File: src/rtl/instr_encoder_loader.sv
// Instruction encoder / IMEM loader.
// Packs field bundles into 20-bit instruction words on acceptance, buffers them in
// a small FIFO and streams them into instruction memory at consecutive addresses.
//
// Handshakes: a transfer happens on a rising edge where valid and ready are both
// high. valid may not depend on ready; once raised it is held with stable payload
// until the transfer. This applies to in_valid/in_ready (bundle in) and to
// mem_we/mem_ready (word out), where mem_we plays the valid role.
module instr_encoder_loader #(
  parameter int DEPTH     = 4,
  parameter int ADDR_W    = 8,
  parameter int BASE_ADDR = 0
) (
  input  logic              clk,
  input  logic              rst_n,
  input  logic              start,
  input  logic              in_valid,
  output logic              in_ready,
  input  logic [1:0]        in_fmt,
  input  logic [5:0]        in_op,
  input  logic [1:0]        in_fa,
  input  logic [1:0]        in_fb,
  input  logic [1:0]        in_fc,
  input  logic [11:0]       in_imm,
  input  logic              in_last,
  output logic              mem_we,
  input  logic              mem_ready,
  output logic [ADDR_W-1:0] mem_addr,
  output logic [19:0]       mem_wdata,
  output logic              busy,
  output logic              done,
  output logic              err_trunc,
  output logic [1:0]        state_dbg
);

  localparam int PTR_W = $clog2(DEPTH);
  localparam int CNT_W = PTR_W + 1;
  localparam logic [ADDR_W-1:0] BASE = ADDR_W'(BASE_ADDR);
  localparam logic [CNT_W-1:0]  FULL_CNT = CNT_W'(DEPTH);

  typedef enum logic [1:0] {
    IDLE  = 2'd0,
    LOAD  = 2'd1,
    DRAIN = 2'd2
  } state_t;

  state_t state, state_next;

  logic [19:0]      fifo_mem [DEPTH];
  logic [PTR_W-1:0] wr_ptr, rd_ptr;
  logic [CNT_W-1:0] count;
  logic             empty, full, push, pop;
  logic [19:0]      enc_word;
  logic             enc_trunc;

  assign empty     = (count == '0);
  assign full      = (count == FULL_CNT);
  assign in_ready  = (state == LOAD) && !full;
  assign push      = in_valid && in_ready;
  assign mem_we    = (state != IDLE) && !empty;
  assign pop       = mem_we && mem_ready;
  assign mem_wdata = fifo_mem[rd_ptr];
  assign busy      = (state != IDLE);
  assign state_dbg = state;

  // Field packing per format, plus detection of nonzero immediate bits that do not fit.
  always_comb begin
    enc_word  = '0;
    enc_trunc = 1'b0;
    case (in_fmt)
      2'd0: enc_word = {in_op, in_fa, in_fb, in_fc, 8'b0};
      2'd1: begin
        enc_word  = {in_op, in_fa, in_fb, in_imm[9:0]};
        enc_trunc = |in_imm[11:10];
      end
      2'd2: enc_word = {in_op, in_fa, in_imm};
      default: begin
        enc_word  = {in_op, in_imm[10:0], 3'b0};
        enc_trunc = in_imm[11];
      end
    endcase
  end

  // Next-state logic: a session runs IDLE -> LOAD -> DRAIN -> IDLE.
  always_comb begin
    state_next = state;
    case (state)
      IDLE:    if (start) state_next = LOAD;
      LOAD:    if (push && in_last) state_next = DRAIN;
      DRAIN:   if (empty || (count == CNT_W'(1) && pop)) state_next = IDLE;
      default: state_next = IDLE;
    endcase
  end

  // State register and registered done pulse (coincides with the return to IDLE).
  always_ff @(posedge clk) begin
    if (!rst_n) begin
      state <= IDLE;
      done  <= 1'b0;
    end else begin
      state <= state_next;
      done  <= (state == DRAIN) && (state_next == IDLE);
    end
  end

  // FIFO pointers and occupancy; push and pop together leave count unchanged.
  always_ff @(posedge clk) begin
    if (!rst_n) begin
      wr_ptr <= '0;
      rd_ptr <= '0;
      count  <= '0;
    end else begin
      if (push) wr_ptr <= wr_ptr + PTR_W'(1);
      if (pop)  rd_ptr <= rd_ptr + PTR_W'(1);
      case ({push, pop})
        2'b10:   count <= count + CNT_W'(1);
        2'b01:   count <= count - CNT_W'(1);
        default: count <= count;
      endcase
    end
  end

  // FIFO storage: words are encoded as they are written.
  always_ff @(posedge clk) begin
    if (push) fifo_mem[wr_ptr] <= enc_word;
  end

  // Write address and sticky truncation flag, both re-armed by start.
  always_ff @(posedge clk) begin
    if (!rst_n) begin
      mem_addr  <= BASE;
      err_trunc <= 1'b0;
    end else begin
      if (state == IDLE && start) mem_addr <= BASE;
      else if (pop)               mem_addr <= mem_addr + ADDR_W'(1);
      if (state == IDLE && start)  err_trunc <= 1'b0;
      else if (push && enc_trunc)  err_trunc <= 1'b1;
    end
  end

endmodule
File: config.mk
export PLATFORM = sky130hd
export DESIGN_NAME = instr_encoder_loader
export DESIGN_NICKNAME = d
export VERILOG_FILES = /design/src/rtl/instr_encoder_loader.sv
export SDC_FILE = /design/constraint.sdc
export NUM_CORES = 1
export LEC_CHECK = 0
export ABC_CLOCK_PERIOD_IN_PS = 2380
export BUFFER_PORTS_ARGS = -buffer_cell sky130_fd_sc_hd__buf_2
export CORE_UTILIZATION = 56
export DETAILED_ROUTE_END_ITERATION = 10
export PLACE_DENSITY = 0.82
export SLEW_MARGIN = 20
export SYNTH_ARGS = -nofsm -noshare
export SYNTH_HDL_FRONTEND = slang
export SYNTH_SLANG_ARGS = --single-unit
File: constraint.sdc
create_clock -name clk -period 2.38 [get_ports clk]
set_input_delay 0.119 -clock clk [delete_from_list [all_inputs] [get_ports clk]]
set_output_delay 0.119 -clock clk [all_outputs]
set_load 0.1 [all_outputs]
# Word level (Yosys, flattened, before mapping)
# Memories as Yosys holds them, arrays and structs flattened. A register that Yosys moved wholly into a read port is not among the register bits.
# Cells that the tools add are included.
# word_totals
latch_bits	0
ram_bits	80
out_inout_bits	35
ff_bits	19
wordCells	54
inputBits	32
mem_bits_ro	0
n_memories	1
# op_classes
n_addsub	5
bitwise	1
div	0
shift	0
mux	11
n_eq_ne	8
n_mul	0
n_lt_le_gt_ge	0
n_reduce_logical	21
# mem_list
memory	depth	width	read_ports	rd_clocked_by_memory_dff	write_ports	line_no	text
fifo_mem	4	20	1	1	1	49	logic [19:0] fifo_mem [DEPTH];
# op_table
op	n
$pmux 14 s3	1
$mux 2	5
$logic_and 1x1->1	9
$add 8x1->8 const B	1
$eq 2x1->1 const B	3
$eq 2x2->1 const B	3
$logic_not 2->1	3
$pmux 2 s3	1
$pmux 3 s2	1
$reduce_or 2->1	3
$add 2x1->2 const B	2
$reduce_bool 2->1	2
$add 3x1->3 const B	1
$eq 3x1->1 const B	1
$eq 3x3->1 const B	1
$logic_not 3->1	1
$sub 3x1->3 const B	1
$logic_not 1->1	2
$mux 1	2
$pmux 1 s2	1
$logic_or 1x1->1	1
$not 1->1	1

# Logic depth before layout (Yosys ltp)
# Gate-level depths: netlist (run 1).
# logic_depth
depth_word	10
ltp_mapped	9
ltp_nobuf	9

# Least setup slack after synthesis (run 1)
# OpenSTA, ideal clock, no wires.
# synth_timing
path_kind	register to output
startpoint	register state[0], in the netlist state_dbg[0]
endpoint	output in_ready
n_path_buf	0
required_time_ps	2261
path_stages_with_launch	3
arrival_time_ps	3431
slack_ps	-1170
cell_sequence	dfxtp_1 > inv_2 > a211oi_1
# synth_via
elab_chain_len	2
# synth_rtl
element	line_no	text
start: declaration	47	state_t state, state_next;
start signal: assignment	101	state <= state_next;
$eq 2x1->1	58	assign in_ready = (state == LOAD) && !full;
$logic_and 1x1->1	58	
end: declaration	18	output logic in_ready,
# Every way passes these cells.

# Final worst setup path (run 1)
# layout_timing
startpoint	register count[0]
endpoint	register count[2]
# layout_via
elab_chain_len	6
word_cells_on_any_way	14
classes_between	add/sub (2); eq/ne (3); mux (1); reduce/logical (8)
# layout_rtl
element	line_no	text
start: declaration	51	logic [CNT_W-1:0] count;
start signal: assignment	116	2'b10: count <= count + CNT_W'(1);
start signal: assignment	117	2'b01: count <= count - CNT_W'(1);
start signal: assignment	118	default: count <= count;
$eq 3x3->1 or $logic_not 3->1 (tied branches)	57, 56	
$logic_not 1->1, on equally long branches	58, 60	
$logic_and 1x1->1, on equally long branches	58, 60	
$logic_and 1x1->1, on equally long branches	59, 61	
$eq 2x1->1 or $eq 2x2->1 (tied branches)	115	case ({push, pop})
$pmux 3 s2 or $reduce_bool 2->1 (tied branches)	-	
# Parallel ways exist; a longest one is shown, timed or not.
# A chain may end at the register's enable or synchronous reset.

==> run_results.csv, run 1 <==
group,metric,value,unit
sta,period_needed,2240,ps
clock_tree,cts_tree,"done",
critical_path,r2r_start,"count[0]",
floorplanning,initial_core_util,58.1,%
sta,slew-limit-headroom,64.6,%
critical_path,crit_path_end,"count[2]",
clock_tree,htreeDepth,3,
place,hpwl,5.03,mm
critical_path,worst_r2r_endpoint,"count[2]",
route,top_layer,"met4",
critical_path,reg2reg_slack,140,ps
floorplanning,die_h,88.7,um
yosys,syn_nets,306,
sta,tightest_slew,530,ps
clock_tree,root_buffer,"clkbuf_8",
clock_tree,clockBufferDepth,2,
power_and_ir_drop,vdd_ir_drop_max,0.339,mV
yosys,yosysMostFrequentCell,"edfxtp_1",
critical_path,worstSetupPathType,"flip-flop to flip-flop",
clock_tree,clk-insertion-delay-late,360,ps
floorplanning,rows,31,
sta,finClkSkew,11.5,ps
route,routed_wl,7.47,mm
place,place_area,0.00476,mm^2
clock_tree,path_clk_slew,90,ps
sta,rsz0062_at_grt,"false",
global_routing,grt_pass1_wl,11.3,mm
clock_tree,cts_buffers,9,
power_and_ir_drop,leakagePower,0.00179,uW
route,postRouteAntennaNets,0,
power_and_ir_drop,total_power,3430,uW
floorplanning,die_w,88.7,um
global_routing,antenna_found_initial,0,
finish,areaGrowthSynthToFinish,18.9,%
global_routing,grt_pass1_vias,2337,
yosys,ys_seq_area_share,67.0,%
yosys,synth.distinct_cells,34,
finish,diodes,0,
sta,finalSetupTns,0,ps
flow_run,drv_cap,0,
floorplanning,coreArea,0.00725,mm^2
yosys,synth-async-reset-ratio,0,%
yosys,synth_area,0.00421,mm^2
place,port_buffers,66,
power_and_ir_drop,power_density,686,mW/mm^2
route,met1_length,3.14,mm
yosys,synth_seq_cells,101,
critical_path,critPathLaunchType,"flip-flop",
route,wl_met2,3.81,mm
worst_hold_path,worstHoldPathType,"input pin to flip-flop",
route,vias,2437,
critical_path,cp_max_fo,5,
yosys,yosys-top-cells-count,"edfxtp_1, dfxtp_1, mux4_2",
route,routedWlPerCell,16.7,um
critical_path,required,2670,ps
sta,finalSetupViolCount,0,
critical_path,cp-end-kind,"flip-flop",
route,firstDrtPassIters,4,
sta,setup_slack,140,ps
route,wl_met3,410,um
sta,report.final.slew_viol_count,0,
route,drc,0,
yosys,synth_largest_area_cell,"edfxtp_1",
finish,fill_cells,515,
route,vias_per_cell,5.44,
yosys,synthFlopType,"edfxtp_1",
critical_path,critPathLaunch,"count[0]",
yosys,ys_top_cells_by_area,"edfxtp_1, mux4_2, dfxtp_1, ha_1, mux2i_1",
sta,fin_hold_ws,54.3,ps
sta,hold_viol,0,
sta,post-route-period-util,94.1,%
finish,drive_above_1_share,36.1,%
finish,final_nets,386,
yosys,syn_inst,264,
critical_path,r2r_cells,7,
floorplanning,die_area,0.00787,mm^2
yosys,ys_warn_count,0,
sta,fmax,0.446,GHz
status,status,"finished clean",
yosys,yosysTopAreaCellShare,57.0,%
yosys,synth_area_per_cell,16.0,um^2
finish,design_area,0.00501,mm^2
global_routing,grt.total_usage,20.1,%
critical_path,crit_arrival,2530,ps
yosys,synth_edf_count,80,
place,routabilityCongestion,0.851,
floorplanning,ios,67,
clock_tree,clock-sinks,101,
global_routing,grt_overflow,0,
global_routing,grt_start_max_net_pins,24,
route,drtIter0Drc,139,
place,place_ws,138,ps
through the flow:
stage / util [%] / std cells
finish: 69.0 / 448
global route: 69.0 / 448
CTS: 69.0 / 448
detailed placement: 65.7 / 426
global placement: 65.7 / 426
floorplan: - / 264
per-layer routing:
layer | vias up | global-route usage (%)
li1 | 1159 | -
met3 | 12 | 5.88
met5 | - | 0
met1 | 1200 | 24.7
met2 | 66 | 34.1
met4 | 0 | 6.89
cell families (layout without fill, tap and decap cells):
group / count (synthesis) / after routing / share of synthesized area [%]
AO/OA/AOI/OAI: 26 / 26 / 3.95
XOR/XNOR: 13 / 13 / 2.70
adder cells (fa/ha/maj): 10 / 10 / 2.97
buffers and inverters: 20 / 105 / 1.87
flip-flops: 101 / 101 / 67.0
multiplexers: 33 / 33 / 13.9
AND/OR/NAND/NOR: 61 / 61 / 7.63
what timing repair did:
| item | 4_1_cts | 5_1_grt |
|---|---|---|
| endpoints found under the hold margin | 24 | 0 |
| gates resized for setup | 0 | 0 |
| hold buffers | 6 | 0 |
| buffers inserted | 0 | 0 |
report_power, final:
| group | internal, uW | switching [uW] |
|---|---|---|
| combinational | 129 | 349 |
| sequential | 1940 | 14.8 |
| clock | 394 | 604 |
sequential cells by signal, indices dropped and copies added, names as in the netlist, named ones only:
name,cells
fifo_mem,80
mem_addr,8
count,3
rd_ptr,2
state_dbg,2
wr_ptr,2
done,1
err_trunc,1
worst min-delay path by stage:
stage,start,endpoint,slack [ps],cells past startpoint
after floorplan,in_op[0],fifo_mem[0][14],220,0
after global placement,in_op[0],fifo_mem[2][14],340,1
after detailed placement,in_op[0],fifo_mem[3][14],340,1
after CTS,in_last,state_dbg[1],30,3
after global routing,in_last,state_dbg[1],50,3
final,in_last,state_dbg[1],50,3
cell type report:
cell class,count,area [um^2],area share (%)
Clock buffer,9,124,2.47
Sequential cell,101,2830,56.5
Clock inverter,7,58.8,1.17
Tap cell,99,124,2.47
Inverter,10,41.3,0.825
Timing Repair Buffer,79,493,9.85
Multi-Input combinational cell,143,1340,26.7
critical path: stages, from the launching register on:
cell and delay (ps):
dfxtp_1 410, inv_1 90, ha_1 290, a2111oi_4 390, inv_1 90, ha_1 370
or3_1 350, a21boi_0 160
placed cells by master, fill, tap and decap left out, types with 4 or more instances in the layout:
master and instances:
mux4_2 20, a21oi_1 15, nor2b_1 4, clkinvlp_4 4
mux2i_1 10, dfxtp_1 19, ha_1 10, nor4_1 4
clkbuf_8 9, edfxtp_1 80, buf_2 66, nand2_1 13
and2_1 9, nand4_1 4, and2_2 4, dlygate4sd3_1 6
inv_1 8, nor2_1 12, o21ai_0 4, xnor2_1 11
buf_12 4
Power figures use the tool's default switching activity.
==> run 2, diff against run 1 <==
--- a/config.mk
+++ b/config.mk
@@ -7,7 +7,9 @@
 export LEC_CHECK = 0
-export ABC_CLOCK_PERIOD_IN_PS = 2380
+export ABC_CLOCK_PERIOD_IN_PS = 2900
 export BUFFER_PORTS_ARGS = -buffer_cell sky130_fd_sc_hd__buf_2
-export CORE_UTILIZATION = 56
+export CELL_PAD_IN_SITES_DETAIL_PLACEMENT = 0
+export CELL_PAD_IN_SITES_GLOBAL_PLACEMENT = 1
+export CORE_UTILIZATION = 50
 export DETAILED_ROUTE_END_ITERATION = 10
-export PLACE_DENSITY = 0.82
+export PLACE_DENSITY = 0.87
 export SLEW_MARGIN = 20
==> constraint.sdc (replaced) <==
create_clock -name clk -period 2.9 [get_ports clk]
set_input_delay 0.87 -clock clk [delete_from_list [all_inputs] [get_ports clk]]
set_output_delay 0.87 -clock clk [all_outputs]
set_load 0.1 [all_outputs]
==> run 2 against run 1 <==
Design area is 1.6% lower; count of clock-buffer cells in the layout rose by 1; via count fell by 1.3%; largest cell class unchanged; critical path depth shrank 3; utilization fell by 8.8 points; critical endpoint is now in_ready; sequential share of layout area up 0.82 points; total power is 19% lower; highest routed layer unchanged.
==> run_results.csv, run 2 (synthesis gave the netlist of run 1 again) <==
group,metric,value,unit
power_and_ir_drop,pwr-share-clk,28.4,%
power_and_ir_drop,combPwrFrac,13.9,%
power_and_ir_drop,total_power,2780,uW
critical_path,cp-end-kind,"primary output",
finish,drive_above_1_share,36.3,%
sta,hold_viol,0,
place,place_ws,392,ps
critical_path,worstSetupPathType,"flip-flop to primary output",
clock_tree,clk-insertion-delay-late,360,ps
sta,setup_slack,165,ps
power_and_ir_drop,leakagePower,0.00177,uW
place,place_inst,433,
finish,fin_util,60.3,%
floorplanning,die_area,0.00880,mm^2
finish,diodes,0,
clock_tree,path_clk_slew,90,ps
finish,fill_cells,656,
floorplanning,die_h,93.8,um
sta,finClkSkew,8.51,ps
critical_path,critPathLaunchType,"flip-flop",
finish,mostFrequentLayoutCell,"edfxtp_1",
global_routing,grt.total_usage,18.8,%
route,routed_wl,7.42,mm
sta,period_needed,2740,ps
finish,areaGrowthSynthToFinish,17.0,%
clock_tree,cts_tree,"done",
flow_run,drv_cap,0,
global_routing,grt_pass1_wl,12.1,mm
floorplanning,ios,67,
route,postRouteAntennaNets,0,
global_routing,grt_start_max_net_pins,21,
sta,slew-limit-headroom,67.3,%
finish,seqCellArea,0.00283,mm^2
sta,tightest_slew,495,ps
finish,final_nets,381,
finish,regMostFlops,"fifo_mem",
global_routing,grt_pass1_vias,2430,
clock_tree,root_buffer,"clkbuf_8",
power_and_ir_drop,sequentialPowerShare,57.8,%
critical_path,cp_max_fo,5,
global_routing,grt_overflow,0,
power_and_ir_drop,power_density,565,mW/mm^2
finish,layout_common_cells,"edfxtp_1, buf_2, mux4_2",
sta,finalSetupViolCount,0,
clock_tree,clockBufferDepth,2,
power_and_ir_drop,vdd_ir_drop_max,0.301,mV
worst_hold_path,hold_depth,2,
finish,fin_cells,449,
sta,finalSetupTns,0,ps
clock_tree,clock-sinks,101,
global_routing,antenna_found_initial,0,
route,routedWlPerCell,16.5,um
floorplanning,die_w,93.8,um
worst_hold_path,worstHoldPathType,"flip-flop to flip-flop",
route,drc,0,
route,firstDrtPassIters,5,
status,status,"finished clean",
sta,rsz0062_at_grt,"false",
floorplanning,rows,33,
floorplanning,coreArea,0.00818,mm^2
route,vias,2406,
place,hpwl,5.00,mm
finish,multi_input_area,0.00133,mm^2
power_and_ir_drop,power_switching,766,uW
power_and_ir_drop,internal_power,2020,uW
sta,post-route-period-util,94.3,%
route,drtIter0Drc,85,
sta,fmax,0.366,GHz
finish,reg.largest.list,"fifo_mem x80, mem_addr x8, count x3",
critical_path,crit_arrival,1870,ps
route,vias_per_cell,5.36,
critical_path,required,2030,ps
place,routabilityCongestion,0.708,
critical_path,r2r_cells,7,
power_and_ir_drop,switching_share,27.5,%
clock_tree,cts_buffers,9,
place,port_buffers,66,
finish,largest_reg_flops,80,
sta,report.final.slew_viol_count,0,
floorplanning,initial_core_util,51.5,%
clock_tree,htreeDepth,3,
run 2: changes by cell type in the layout (fill, tap and decap cells not counted), sizes merged:
cell         before  now
dlygate4sd3       6    0
clkbuf            9   11
clkinvlp          4    2
inv              11   12
run 2: repair_timing:
action | 4_1_cts | 5_1_grt
setup endpoints to repair | 0 | 1
resized for setup | 0 | 2
buffers inserted | 0 | 0
hold buffers | 0 | 0
run 2: cell type report:
type	instances	area share (%)
Sequential cell	101	57.3
Multi-Input combinational cell	143	27.0
Timing Repair Buffer	74	8.74
Tap cell	105	2.67
Clock buffer	10	2.59
Clock inverter	6	0.940
Inverter	10	0.762
run 2: layer usage:
metal  global-route usage (%)  wire length, um  vias to the layer above
li1                         -                -                     1150
met1                     24.4             3210                     1174
met2                     30.3             3680                       73
met3                     4.21              439                        9
met4                     8.59               91                        0
met5                        0                0                        -
run 2: power groups by stage:
stage | Combinational [uW] | Clock, uW | Sequential (uW)
4_1_cts | 388 | 812 | 1610
3_5_place_dp | 387 | 0 | 1640
2_1_floorplan | 285 | 0 | 1650
6_report | 385 | 790 | 1610
3_3_place_gp | 383 | 0 | 1640
5_1_grt | 412 | 863 | 1610
run 2: final timing paths:
path          startpoint          end  slack [ps]
max             count[0]     in_ready         160
min          mem_addr[1]  mem_addr[1]         500
max reg2reg     count[0]     count[2]         590
min reg2reg  mem_addr[1]  mem_addr[1]         500
run 2: metrics by stage:
stage,instance area [um^2],hold WS [ps]
floorplan,4230,528
global placement,4750,448
detailed placement,4750,486
CTS,4920,504
global route,4930,547
finish,4930,504
run 2: worst max-delay path: stages (launching register included):
cell and delay, ps:
dfxtp_1 400, inv_1 80, ha_1 300, a211oi_4 270, buf_2 460
==> run 3, diff against run 2 <==
ABC_CLOCK_PERIOD_IN_PS = 2200   (was 2900)
CORE_UTILIZATION = 42   (was 50)
PLACE_DENSITY = 0.78   (was 0.87)
clock period = 2.2 ns   (was 2.9 ns; I/O delays follow)
==> run 3 against run 2 <==
The run now ends with setup timing left; routed wire length is 7.7% higher; design area up 8.5%; die area grew 19%; first-iteration DRC count is 35% lower; setup slack lost 260 ps; critical path depth shrank 1; final cell count rose by 6.9%; clock skew increased by 7.2 ps; register-to-register slack worse by 330 ps; sequential share of layout area shrank 4.2 points; utilization down 5.3 points; worst hold slack got worse by 20 ps; largest power group unchanged.
==> run_results.csv, run 3 (synthesis gave the netlist of run 1 again) <==
group,metric,value,unit
critical_path,path_delay_family,"multiplexers",
finish,largest_reg_flops,80,
power_and_ir_drop,power_switching,1020,uW
sta,fmax,0.435,GHz
power_and_ir_drop,leakagePower,0.00189,uW
sta,finalSetupTns,-1500,ps
place,place_inst,462,
floorplanning,ios,67,
finish,regMostFlops,"fifo_mem",
power_and_ir_drop,vdd_ir_drop_max,0.459,mV
sta,slew-limit-headroom,67.0,%
global_routing,grt_pass1_vias,2467,
status,violations,"setup timing",
sta,hold_viol,0,
clock_tree,clockBufferDepth,2,
sta,fin_hold_ws,484,ps
power_and_ir_drop,total_power,4070,uW
finish,drive_above_1_share,39.2,%
floorplanning,coreArea,0.00973,mm^2
route,top_layer,"met4",
route,wl_met2,3.92,mm
critical_path,required,1540,ps
critical_path,critPathLaunchType,"flip-flop",
sta,tightest_slew,498,ps
critical_path,crit_arrival,1640,ps
route,vias,2416,
place,place_ws,122,ps
global_routing,grt_pass1_wl,12.6,mm
power_and_ir_drop,power_density,762,mW/mm^2
route,drtIter0Drc,55,
power_and_ir_drop,pwr-share-clk,33.5,%
sta,rsz0062_at_grt,"true",
critical_path,cp_max_fo,10,
finish,diodes,0,
floorplanning,die_h,102,um
finish,mostFrequentLayoutCell,"edfxtp_1",
status,status,"complete, but fails checks",
clock_tree,clk-insertion-delay-late,350,ps
critical_path,critPathBufInv,2,
clock_tree,cts_buffers,9,
power_and_ir_drop,internal_power,3050,uW
place,routabilityCongestion,0.701,
finish,fin_cells,480,
flow_run,drv_cap,0,
worst_hold_path,worstHoldPathType,"flip-flop to flip-flop",
route,met1_length,3.58,mm
finish,layout_common_cells,"edfxtp_1, buf_2, mux4_2",
sta,period_needed,2300,ps
sta,report.final.slew_viol_count,0,
floorplanning,die_area,0.0104,mm^2
floorplanning,rows,36,
place,hpwl,5.15,mm
clock_tree,htreeDepth,3,
clock_tree,cts_tree,"done",
global_routing,grt_overflow,0,
clock_tree,path_clk_slew,90,ps
route,drc,0,
sta,finClkSkew,15.7,ps
critical_path,cp-end-kind,"primary output",
route,routedWlPerCell,16.6,um
place,port_buffers,66,
floorplanning,die_w,102,um
critical_path,path_cells,"buf_12, mux4_2, buf_6",
finish,final_nets,385,
power_and_ir_drop,sequentialPowerShare,52.0,%
clock_tree,clock-sinks,101,
route,routed_wl,7.99,mm
sta,setup_slack,-96.2,ps
floorplanning,initial_core_util,43.3,%
global_routing,grt_start_max_net_pins,21,
route,wl_met3,403,um
sta,post-route-period-util,104,%
global_routing,grt.total_usage,16.6,%
route,firstDrtPassIters,4,
finish,areaGrowthSynthToFinish,26.9,%
power_and_ir_drop,combPwrFrac,14.5,%
sta,finalSetupViolCount,20,
global_routing,antenna_found_initial,0,
critical_path,crit_slowest_cell,"mux4_2",
route,vias_per_cell,5.03,
finish,reg.largest.list,"fifo_mem x80, mem_addr x8, count x3",
critical_path,cpPeakStageDelay,530,ps
route,postRouteAntennaNets,0,
clock_tree,root_buffer,"clkbuf_8",
critical_path,worstSetupPathType,"flip-flop to primary output",
power_and_ir_drop,switching_share,25.0,%
[run 3: changes by cell type in the layout (fill, tap and decap cells not counted), moves of 2 or more]
cell,delta
ha_1,-2
buf_6,+19
ha_4,+2
dfxtp_1,-3
inv_1,-2
nor2_2,-2
buf_2,-22
nor2_4,+2
dfxtp_4,+4
buf_12,+6
bufinv_16,+3
[run 3: timing repair]
item,CTS,global route
pin swaps,0,1
hold buffers,0,0
setup endpoints to repair,22,23
cloned,1,0
buffers inserted,0,2
resized for setup,48,4
[run 3: routing by layer]
metal	global-route usage, %	vias up
met3	3.63	8
met4	5.16	0
li1	-	1157
met1	21.0	1178
met2	28.4	73
met5	0	-
[run 3: area by class of cell]
type / count / area (um^2)
Clock buffer: 10 / 128
Clock inverter: 5 / 108
Fill cell: 811 / 4380
Sequential cell: 101 / 2840
Timing Repair Buffer: 78 / 682
Multi-Input combinational cell: 143 / 1380
Tap cell: 133 / 166
Inverter: 10 / 41.3
[run 3: tightest hold or removal path: stages (launching register included)]
cell,delay (ps)
dfxtp_1,340
a31oi_1,40
nor2_1,70
[run 3: worst paths after layout]
path | from | to | slack (ps) | depth (start not counted)
setup / recovery | flip-flop | mem_wdata[11] | -100 | 3
hold / removal | err_trunc | err_trunc | 480 | 2
setup reg to reg | count[0] | count[2] | 260 | 8
hold reg to reg | err_trunc | err_trunc | 480 | 2
[run 3: through the flow]
step | instance area (um^2) | utilization [%]
after floorplan | 4280 | -
after global placement | 4900 | 50.4
after detailed placement | 4900 | 50.4
after CTS | 5310 | 54.6
after global routing | 5350 | 54.9
final | 5350 | 54.9
[run 3: power groups by stage]
| stage | clock network (uW) | registers (uW) | logic (uW) |
|---|---|---|---|
| after floorplan | 0 | 2180 | 387 |
| after global placement | 0 | 2160 | 534 |
| after detailed placement | 0 | 2160 | 541 |
| after CTS | 1390 | 2120 | 584 |
| after global routing | 1470 | 2120 | 625 |
| final | 1360 | 2120 | 589 |
